## src/rtl/pipe_field.sv

```systemverilog
// Pipe field: N_PIPE scrolling pipe gaps with LFSR recycling, collision detection and scoring.
// Optional macro PIPE_FIELD_SPEEDUP_EN shortens the scroll period every 8 points scored.
module pipe_field #(
  parameter int unsigned N_PIPE     = 3,
  parameter int unsigned SPACING    = 50,
  parameter int unsigned SCROLL_DIV = 1,
  parameter int unsigned GAP        = 10,
  parameter int unsigned GAP_FLOOR  = 8,
  parameter int unsigned GAP_MASK   = 15,
  parameter int unsigned BIRD_COL   = 4,
  parameter logic [7:0]  LFSR_SEED  = 8'hA5
) (
  input  logic                  clk,
  input  logic                  rst,
  input  logic                  run,
  input  logic [7:0]            bird_alt,
  output logic [24*N_PIPE-1:0]  pipes,
  output logic                  collide,
  output logic [15:0]           score,
  output logic                  score_pulse
);

  localparam logic [7:0] RecyclePos = 8'(N_PIPE * SPACING);
  localparam logic [7:0] GapFloor   = 8'(GAP_FLOOR);
  localparam logic [7:0] GapWidth   = 8'(GAP);
  localparam logic [7:0] GapMask    = 8'(GAP_MASK);
  localparam logic [7:0] BirdCol    = 8'(BIRD_COL);
  localparam logic [8:0] BirdCol9   = 9'(BIRD_COL);
  localparam logic [3:0] DivReset   = 4'(SCROLL_DIV);

  logic [7:0]  pos_q [N_PIPE];
  logic [7:0]  pos_d [N_PIPE];
  logic [7:0]  min_q [N_PIPE];
  logic [7:0]  min_d [N_PIPE];
  logic [7:0]  max_q [N_PIPE];
  logic [7:0]  max_d [N_PIPE];
  logic [7:0]  lfsr_q, lfsr_d, lfsr_next;
  logic [3:0]  div_q, div_d;
  logic        collide_q, collide_d;
  logic [15:0] score_q, score_d;
  logic        pulse_q, pulse_d;

  logic [7:0]  new_min, new_max;
  logic [16:0] score_sum;
  logic [3:0]  n_score;
  logic        step, any_recycle, win_hit, hit;
  logic [8:0]  pos9;

`ifdef PIPE_FIELD_SPEEDUP_EN
  logic [3:0] div_limit_q, div_limit_d;
  logic [3:0] div_limit;
  assign div_limit = div_limit_q;
`else
  logic [3:0] div_limit;
  assign div_limit = DivReset;
`endif

  always_comb begin
    step        = run & ~collide_q & (div_q == div_limit - 4'd1);
    lfsr_next   = {1'b0, lfsr_q[7:1]} ^ (lfsr_q[0] ? 8'hB8 : 8'h00);
    new_min     = GapFloor + (lfsr_next & GapMask);
    new_max     = new_min + GapWidth;
    any_recycle = 1'b0;
    win_hit     = 1'b0;
    n_score     = 4'd0;
    pos9        = 9'd0;
    for (int unsigned i = 0; i < N_PIPE; i++) begin
      pos_d[i] = pos_q[i];
      min_d[i] = min_q[i];
      max_d[i] = max_q[i];
      if (step) begin
        if (pos_q[i] == 8'd0) begin
          // All pipes recycled on the same step share one LFSR advance.
          pos_d[i]    = RecyclePos;
          min_d[i]    = new_min;
          max_d[i]    = new_max;
          any_recycle = 1'b1;
        end else begin
          pos_d[i] = pos_q[i] - 8'd1;
        end
        if (pos_d[i] == BirdCol) n_score = n_score + 4'd1;
      end
      pos9 = {1'b0, pos_q[i]};
      if ((pos9 + 9'd2 >= BirdCol9) && (pos9 <= BirdCol9 + 9'd2) &&
          ((bird_alt <= min_q[i]) || (bird_alt >= max_q[i]))) begin
        win_hit = 1'b1;
      end
    end

    lfsr_d    = any_recycle ? lfsr_next : lfsr_q;
    hit       = run & (win_hit | (bird_alt == 8'd0));
    collide_d = collide_q | hit;
    score_sum = {1'b0, score_q} + 17'(n_score);
    score_d   = score_sum[16] ? 16'hFFFF : score_sum[15:0];
    pulse_d   = (n_score != 4'd0);

    div_d = div_q;
    if (run && !collide_q) div_d = step ? 4'd0 : div_q + 4'd1;

`ifdef PIPE_FIELD_SPEEDUP_EN
    div_limit_d = div_limit_q;
    // Crossing a multiple of 8 shows up as a change in the upper score bits.
    if (score_d[15:3] != score_q[15:3]) begin
      div_limit_d = (div_limit_q > 4'd1) ? div_limit_q - 4'd1 : 4'd1;
      div_d       = 4'd0;
    end
`endif
  end

  always_ff @(posedge clk) begin
    if (rst) begin
      for (int unsigned i = 0; i < N_PIPE; i++) begin
        pos_q[i] <= 8'((i + 1) * SPACING);
        min_q[i] <= GapFloor;
        max_q[i] <= GapFloor + GapWidth;
      end
      lfsr_q    <= LFSR_SEED;
      div_q     <= 4'd0;
      collide_q <= 1'b0;
      score_q   <= 16'd0;
      pulse_q   <= 1'b0;
`ifdef PIPE_FIELD_SPEEDUP_EN
      div_limit_q <= DivReset;
`endif
    end else begin
      for (int unsigned i = 0; i < N_PIPE; i++) begin
        pos_q[i] <= pos_d[i];
        min_q[i] <= min_d[i];
        max_q[i] <= max_d[i];
      end
      lfsr_q    <= lfsr_d;
      div_q     <= div_d;
      collide_q <= collide_d;
      score_q   <= score_d;
      pulse_q   <= pulse_d;
`ifdef PIPE_FIELD_SPEEDUP_EN
      div_limit_q <= div_limit_d;
`endif
    end
  end

  always_comb begin
    pipes = '0;
    for (int unsigned i = 0; i < N_PIPE; i++) begin
      pipes[24*i +: 24] = {pos_q[i], max_q[i], min_q[i]};
    end
  end

  assign collide     = collide_q;
  assign score       = score_q;
  assign score_pulse = pulse_q;

endmodule

```

## config.mk

```make
export PLATFORM = sky130hd
export DESIGN_NAME = pipe_field
export DESIGN_NICKNAME = d
export VERILOG_FILES = /design/src/rtl/pipe_field.sv
export SDC_FILE = /design/constraint.sdc
export NUM_CORES = 1
export LEC_CHECK = 0
export CELL_PAD_IN_SITES_DETAIL_PLACEMENT = 0
export CELL_PAD_IN_SITES_GLOBAL_PLACEMENT = 1
export CORE_MARGIN = 10
export CORE_UTILIZATION = 39
export CTS_CLUSTER_DIAMETER = 200
export DETAILED_ROUTE_END_ITERATION = 6
export GPL_ROUTABILITY_DRIVEN = 0
export PLACE_DENSITY = 0.8
export SKIP_LAST_GASP = 1
export SLEW_MARGIN = 15
export SYNTH_ARGS = -nofsm -noshare
export SYNTH_HDL_FRONTEND = slang
export SYNTH_SLANG_ARGS = --single-unit
```

## constraint.sdc

```tcl
create_clock -name clk -period 6.7 [get_ports clk]
set_input_delay 1.675 -clock clk [delete_from_list [all_inputs] [get_ports clk]]
set_output_delay 1.675 -clock clk [all_outputs]
set_load 0.01 [all_outputs]
```

## Yosys cells after proc, flatten, opt, wreduce, memory -nomap -nowiden

Memories as Yosys holds them, arrays and structs flattened.
Cells that the tools add are included.

- Output and inout port bits: 90
- Latch bits: 0
- Register bits after elaboration: 30
- Bits in writable memories: 72
- ROM bits: 0
- Input port bits: 11
- Memories kept: 3
- Logic and storage cells: 119

- Bitwise gates (word level): 16
- Reductions and logical operators: 17
- Mux-type cells: 51
- Add/sub/neg operators: 12
- $mul: 0
- Equality and inequality tests: 3
- $lt $le $gt $ge: 12
- Div/mod/pow operators: 0
- Shift-type cells: 0

Memory list:

| name | depth | bits a word | read ports | clocked after memory_dff | wr ports | line | source |
|---|---|---|---|---|---|---|---|
| max_q | 3 | 8 | 3 | 0 | 3 | 35 | `logic [7:0] max_q [N_PIPE];` |
| min_q | 3 | 8 | 3 | 0 | 3 | 33 | `logic [7:0] min_q [N_PIPE];` |
| pos_q | 3 | 8 | 3 | 0 | 3 | 31 | `logic [7:0] pos_q [N_PIPE];` |

Operators with widths:

| cell | number |
|---|---|
| 2-to-1 mux 8 bit | 31 |
| zero test 8 bit | 4 |
| adder 8 x 2 -> 9 bit, second input constant | 3 |
| greater-or-equal comparator 9 x 3 -> 1 bit, second input constant | 3 |
| equality test 8 x 3 -> 1 bit, second input constant | 3 |
| greater-or-equal comparator 8 bit | 3 |
| <= comparator 8 x 3 -> 1 bit, second input constant | 3 |
| <= comparator 8 bit | 3 |
| subtractor 8 x 1 -> 8 bit, second input constant | 3 |
| 2-to-1 mux 4 bit | 5 |
| adder 16 x 4 -> 17 bit | 1 |
| 2-to-1 mux 16 bit | 1 |
| 2-to-1 mux 1 bit | 14 |
| adder 4 x 1 -> 4 bit, second input constant | 3 |
| bitwise OR 1 bit | 11 |
| XOR 7 x 8 -> 8 bit | 1 |
| logical AND 1 bit | 7 |
| adder 5 x 4 -> 6 bit, second input constant | 1 |
| adder 4 x 4 -> 5 bit, first input constant | 1 |
| zero test 4 bit | 1 |
| nonzero test 4 bit | 1 |
| bitwise AND 1 bit | 3 |
| logical OR 1 bit | 3 |
| zero test 1 bit | 1 |
| NOT 1 bit | 1 |

## Logic depth before layout (Yosys ltp)

Gate-level depths: netlist of the first run.

- Word-level depth: 15
- Depth in mapped cells: 19

## Worst setup path after synthesis of the first run

OpenSTA, ideal clock, no wires.

- Kind: input -> register
- Start point: input run
- End point: register score_q[10], in the netlist score[10]
- Stages on the path: 19
- Arrival time: 5179 ps
- Path slack: 1451 ps
- Required time: 6630 ps
- Library setup time: 70 ps
- Cells stage by stage: nor2b_1 > buf_2 > nand3_2 > buf_2 > nor2_2 > nand4_1 > nor4bb_1 > ha_1 > inv_1 > nor2_1 > ha_1 > and3_1 > o21ai_1 > fa_1 > nor2b_1 > o2111ai_1 > or2_2 > buf_2 > a21oi_1

- Longest elaborated chain between the ends: 11

RTL lines:

| element | line | source |
|---|---|---|
| start, declared | 15 | `input logic run,` |
| bitwise AND 1 bit (*) (2 in series) | 59 | `step = run & ~collide_q & (div_q == div_limit - 4'd1);` |
| 2-to-1 mux 1 bit | 71 | `if (step) begin` |
| adder 4 x 1 -> 4 bit | 81 | `if (pos_d[i] == BirdCol) n_score = n_score + 4'd1;` |
| 2-to-1 mux 4 bit | 81 |  |
| 2-to-1 mux 4 bit | 71 |  |
| adder 4 x 1 -> 4 bit | 81 |  |
| 2-to-1 mux 4 bit | 81 |  |
| 2-to-1 mux 4 bit (*) | 71 |  |
| adder 16 x 4 -> 17 bit (*) | 93 | `score_sum = {1'b0, score_q} + 17'(n_score);` |
| 2-to-1 mux 16 bit (*) | 94 | `score_d = score_sum[16] ? 16'hFFFF : score_sum[15:0];` |
| end signal, assigned | 134 | `score_q <= score_d;` |
| end, declared | 40 | `logic [15:0] score_q, score_d;` |

Mark *: on every way between the ends. The rest lies on a longest branch, timed or not.
A chain may end at the register's enable or synchronous reset.

## Final worst setup path of the first run

- Start point: input run
- End point: register score_q[6], in the netlist score[6]

Same word-level chain as after synthesis.

==> results of run 1 <==
power breakdown:
part / switching, mW / internal [mW] / leakage (nW) / total, mW
combinational: 0.100 / 0.0772 / 1.67 / 0.177
clock: 0.195 / 0.297 / 0.140 / 0.491
sequential: 0.0251 / 0.512 / 0.680 / 0.537
total: 0.320 / 0.886 / 2.48 / 1.21
how the worst max path moves through the flow:
stage / endpoint / cells after the start
floorplan: score[10] / 19
global placement: score[0] / 17
detailed placement: score[6] / 17
CTS: score[6] / 17
global route: score[2] / 17
finish: score[6] / 17
cells by family after synthesis:
logic type	Yosys count	share of synthesized area, %
AO/OA/AOI/OAI	159	19.69
XOR/XNOR	23	3.814
adder cells (fa/ha/maj)	58	13.88
buffers and inverters	93	8.813
flip-flops	84	31.84
multiplexers	4	0.7581
other	1	0.07101
AND/OR/NAND/NOR	211	21.13
Yosys cell counts, types with 6 or more instances:
library cell	instances	share of area, %
inv_1	51	3.6
nand3b_1	6	0.85
xnor2_1	13	2.2
a21o_1	8	1.1
clkbuf_1	9	0.64
nand4_1	8	0.95
nor3b_1	6	0.85
dfxtp_1	84	32
ha_1	57	14
nand2_1	67	4.8
o21ai_0	28	2.7
a21oi_1	60	5.7
nor2_1	50	3.6
buf_2	9	0.85
and4_1	6	1.0
and3_1	7	0.83
nor3_1	10	0.95
a211o_1	9	1.5
nor2b_1	12	1.4
nand3_1	6	0.57
xor2_1	10	1.7
buf_4	20	2.8
flip-flops by register name, indices dropped and copies added, names as in the netlist:
signal       cells
pos_q           24
score           16
max_q           15
min_q           15
lfsr_q           8
div_q            4
collide          1
score_pulse      1
worst register-to-register path, stage by stage (launching register included):
cell and delay (ps):
dfxtp_1 350, inv_1 180, ha_1 230, or3b_2 500
or3_4 360, xor2_1 170, nand4_1 110, nor4bb_1 340
ha_1 330, inv_1 90, nor2_1 50, ha_1 300
and3_1 170, o21ai_1 90, fa_1 440, nor2b_1 280
o2111ai_1 270, or2_2 490, a21oi_1 190
layout make-up:
cell class / count / share of cell area [%]
multi-input cells: 470 / 49.53
clock inverters: 2 / 0.5445
well taps: 176 / 3.423
inverters: 51 / 2.976
clock buffers: 13 / 3.890
flip-flops and latches: 84 / 26.14
repair buffers: 88 / 13.50
through the flow:
step | power, mW | util, % | hold slack, ps
6_report | 1.206 | 48.58 | 474.2
5_1_grt | 1.269 | 48.58 | 499.6
4_1_cts | 1.219 | 48.58 | 474.9
3_5_place_dp | 0.7244 | 46.43 | 466.6
3_3_place_gp | 0.7199 | 46.43 | 463.0
2_1_floorplan | 0.6740 | - | 455.6
cell usage in the layout, fill, tap and decap left out, types with 4 or more instances in the layout:
cell type,instances
and4_1,6
clkbuf_16,9
nor2_1,50
a21boi_0,4
conb_1,15
nand3_1,6
nand4_1,8
xor2_1,10
a21oi_1,60
o22ai_1,4
ha_1,57
a31oi_1,4
xnor2_1,13
nand2b_1,4
nor3b_1,6
nor3_1,10
o2111ai_1,4
inv_1,51
a21o_1,8
a211o_1,9
and3_1,7
nand2_1,67
nand3b_1,6
clkdlybuf4s50_1,84
nor2b_1,12
o21ai_0,28
mux2i_1,4
dfxtp_1,84
layer usage:
metal / global-route usage, % / up-vias
met4: 2.959 / 0
li1: - / 2330
met3: 4.760 / 6
met1: 19.07 / 2171
met5: 0 / -
met2: 25.65 / 127
==> impl_metrics.tcl, run 1 <==
set metrics [dict create \
    yosysWarnings 0 \
    crit_family "simple AND/OR/NAND/NOR gates" \
    first_pass_iters 5 \
    dpl.cell_count 869 \
    drive_gt1_share_pct 5.085 \
    setup_tns_ps 0 \
    synth-edff-count 0 \
    r2r-start "pos_q[0][1]" \
    critPathLaunch "run" \
    cts_setup_buffers 0 \
    synthFlopType "dfxtp_1" \
    async_flop_share_pct 0 \
    p_per_area_nw_per_um2 187.4 \
    cts_buffers 9 \
    path_class "in2reg" \
    slew_headroom_pct 50.29 \
    cts_sinks 84 \
    clkTransAtPathRegs_ps 60 \
    min_to "max_q[0][3]" \
    multi_input_area_um2 3187 \
    hold_violations 0 \
    holdPathStages 2 \
    worstPathMaxFanout 12 \
    fmax_mhz 170.5 \
    worst_pin_slew_ps 740.3 \
    root_buffer "clkbuf_16" \
    grt_max_degree 56 \
    yosysSeqAreaShare_pct 31.84 \
    yosys_register_bits 84 \
    finalSetupViolCount 0 \
    die_y_um 136.4 \
    syn_avg_cell_area_um2 8.343 \
    drtIter0Drc 350 \
    period_share_pct 87.55 \
    hpwlAfterDp_um 10760 \
    clock_skew_ps 8.021 \
    cts-htree-levels 3 \
    r2r_setup_slack_ps 1670 \
    holdCritStartpoint "max_q[0][3]" \
    grt_pass1_vias 4513 \
    hold_class "reg2reg" \
    ant_nets 0 \
    drt-met1-wl_um 6474 \
    regArea_um2 1682 \
    clock_tree.buffer_depth 2 \
    yosysUniqueCellTypes 71 \
    clk_latency_ps 340 \
    cpMaxStageDelayCell "clkdlybuf4s50_1" \
    drv_slew 0 \
    place_area_um2 6148 \
    antenna_cells 0 \
    synthCells 633 \
    nets 773 \
    pre_cts_ws_ps 553.4 \
    finalWorstSetupSlack_ps 834.0 \
    die_width_um 136.4 \
    antenna_found_initial 0 \
    drc 0 \
    cts_resized 0 \
    ir_drop_uv 133.4 \
    portBuffers 85 \
    vias 4634 \
    synth_area_um2 5281 \
    pin_count 101 \
    avgRoutedWirePerCell_um 16.32 \
    rsz0062_at_grt "no" \
    worstSetupEndpointType "register" \
    path_buf_inv 2 \
    viasPerCell 5.242 \
    reg2reg_to "score[6]" \
    final.min_clock_period_ps 5866 \
    dr_wl_met3_um 1014 \
    cpPeakStageDelay_ps 500 \
    p_leak_nw 2.485 \
    startpoint_type "input pin" \
    hold_buffers 0 \
    fin_area_um2 6434 \
    required_ps 6960 \
    status "finished, final reports clean" \
    die_area_um2 18600 \
    top_layer "met4" \
    track_usage_pct 15.35 \
    wl_um 14430 \
    num_rows 42 \
    instances_no_fill 884 \
    worstPathArrival_ps 6130 \
    fill_cells 1302 \
    ff2ff_path_depth 18 \
    max-cap-violations 0 \
    grt_overflow 0 \
    cts_tree "built" \
    coreArea_um2 13240 \
    initial_core_util_pct 39.88 \
    grt_pass1_wl_um 23210 \
    met2_wirelength_um 6857 \
    area_growth_pct 21.82 \
    cp_cell_sequence "clkdlybuf4s50_1 -> nor2b_1 -> nand3_2 -> nor2_2 -> nand4_1 -> nor4bb_1 -> ha_1 -> inv_1 -> nor2_1 -> ha_1 -> and3_1 -> o21ai_1 -> fa_1 -> nor2b_1 -> o2111ai_1 -> or2_2 -> a21oi_1" \
]
(Power assumes the default switching activity.)
==> inputs of run 2 (changes only) <==
RECOVER_POWER = 50   (was unset)
==> run 2 against run 1 <==
Hold slack worse by 4.8 ps. Design area is 0.12% lower. Flip-flop and latch count is the same. Count of clock-buffer cells in the layout did not move. Critical path depth stayed put. Global-route usage stayed put. Total power shrank 0.41%. Die area is the same. Utilization fell by 0.057 points. Via count about the same. Largest cell class unchanged.
==> impl_metrics.tcl, run 2 (synthesis gave the netlist of run 1 again) <==
set metrics [dict create \
    cts_sinks 84 \
    hold_class "reg2reg" \
    largest_reg_flops 24 \
    grt_max_degree 56 \
    nets 773 \
    final_cell_mix "84 x dfxtp_1, 72 x dlygate4sd3_1, 67 x nand2_1, 60 x a21oi_1, 57 x ha_1" \
    cpPeakStageDelay_ps 570 \
    startpoint_type "input pin" \
    total_power_mw 1.201 \
    initial_core_util_pct 39.88 \
    cpMaxStageDelayCell "dlygate4sd3_1" \
    first_pass_iters 4 \
    status "finished, final reports clean" \
    drv_slew 0 \
    final_common_cell "dfxtp_1" \
    area_growth_pct 21.68 \
    final.min_clock_period_ps 5973 \
    die_y_um 136.4 \
    grt_overflow 0 \
    die_area_um2 18600 \
    clock_skew_ps 7.455 \
    antenna_found_initial 0 \
    p_per_area_nw_per_um2 186.9 \
    setup_tns_ps 0 \
    num_rows 42 \
    viasPerCell 5.245 \
    cts_tree "built" \
    fmax_mhz 167.4 \
    portBuffers 85 \
    vias 4637 \
    worstPathMaxFanout 12 \
    clk_latency_ps 340 \
    holdWs_ps 469.4 \
    clock_tree.buffer_depth 2 \
    cts_buffers 9 \
    fill_cells 1303 \
    track_usage_pct 15.35 \
    hold_buffers 0 \
    drt-met1-wl_um 6455 \
    worst_pin_slew_ps 1244 \
    grt_pass1_wl_um 23210 \
    cts-htree-levels 3 \
    grt_pass1_vias 4513 \
    path_buf_inv 2 \
    cts_resized 0 \
    met2_wirelength_um 6945 \
    largest-register "pos_q" \
    slew_headroom_pct 17.06 \
    crit_family "simple AND/OR/NAND/NOR gates" \
    cp_cell_sequence "dlygate4sd3_1 -> nor2b_1 -> nand3_2 -> nor2_2 -> nand4_1 -> nor4bb_1 -> ha_1 -> inv_1 -> nor2_1 -> ha_1 -> and3_1 -> o21ai_1 -> fa_1 -> nor2b_1 -> o2111ai_1 -> or2_2 -> a21oi_1" \
    worstSetupEndpointType "register" \
    coreArea_um2 13240 \
    max-cap-violations 0 \
    finalSetupViolCount 0 \
    drive_gt1_share_pct 4.802 \
    clkTransAtPathRegs_ps 60 \
    period_share_pct 89.16 \
    p_leak_nw 2.618 \
    worstPathArrival_ps 6240 \
    required_ps 6970 \
    instances_no_fill 884 \
    drc 0 \
    pin_count 101 \
    hpwlAfterDp_um 10760 \
    antenna_cells 0 \
    ir_drop_uv 133.4 \
    drtIter0Drc 420 \
    rsz0062_at_grt "no" \
    path_class "in2reg" \
    cts_setup_buffers 0 \
    dpl.cell_count 869 \
    top_layer "met4" \
    hold_violations 0 \
    avgRoutedWirePerCell_um 16.29 \
    wl_um 14400 \
    ant_nets 0 \
    dr_wl_met3_um 918 \
    die_width_um 136.4 \
    root_buffer "clkbuf_16" \
    utilization_pct 48.53 \
]
-- run 2: cell count changes in the layout (fill, tap and decap cells not counted), sizes merged --
cell	change
clkdlybuf4s50	-72
buf	-2
dlygate4sd3	+72
clkbuf	+2
-- run 2: worst register-to-register path, cell delays in order (launching register included) --
cell       delay (ps)
dfxtp_1           350
inv_1             170
ha_1              230
or3b_2            500
or3_4             360
xor2_1            160
nand4_1           110
nor4bb_1          340
ha_1              330
inv_1              90
nor2_1             50
ha_1              340
and3_1            170
o21ai_1            90
fa_1              440
nor2b_1           280
o2111ai_1         270
or2_2             490
a21oi_1           190
-- run 2: where the power goes --
group	leakage, nW	switching [mW]	internal [mW]	total (mW)
combinational	1.80	0.100	0.0733	0.173
sequential	0.680	0.0248	0.512	0.537
clock	0.140	0.194	0.297	0.491
-- run 2: final cells by class --
cell class	instances	area (um^2)	area share [%]
multi-input combinational	470	3187	49.59
sequential	84	1682	26.17
timing repair buffer	88	860.8	13.40
clock buffer	13	250.2	3.894
tap	176	220.2	3.427
inverter	51	191.4	2.979
clock inverter	2	35.03	0.5452
-- run 2: routing by layer --
layer  up-vias  track usage [%]
met5         -                0
met4         0            2.959
met3         6            4.760
met2       114            25.65
li1       2336                -
met1      2181            19.07
-- run 2: per-stage QoR --
stage / setup slack [ps] / instance area, um^2
3_3_place_gp: 732.8 / 6148
6_report: 726.5 / 6426
3_5_place_dp: 553.4 / 6148
2_1_floorplan: 1451 / 5334
5_1_grt: 451.5 / 6426
4_1_cts: 861.9 / 6434
-- run 2: path summary, 6_finish.rpt --
check / to / startpoint / cells past startpoint / slack [ps]
setup / recovery: score[6] / run / 17 / 730
hold / removal: max_q[0][3] / max_q[0][3] / 2 / 470
setup reg to reg: score[6] / pos_q[0][1] / 18 / 1640
hold reg to reg: max_q[0][3] / max_q[0][3] / 2 / 470
==> inputs of run 3 (changes only) <==
ABC_CLOCK_PERIOD_IN_PS = 6700   (was unset)
SLEW_MARGIN = 30   (was 15)
TNS_END_PERCENT = 20   (was unset)
==> results of run 3 <==
No change in the layout: final DEF, timing and power equal those of run 2.
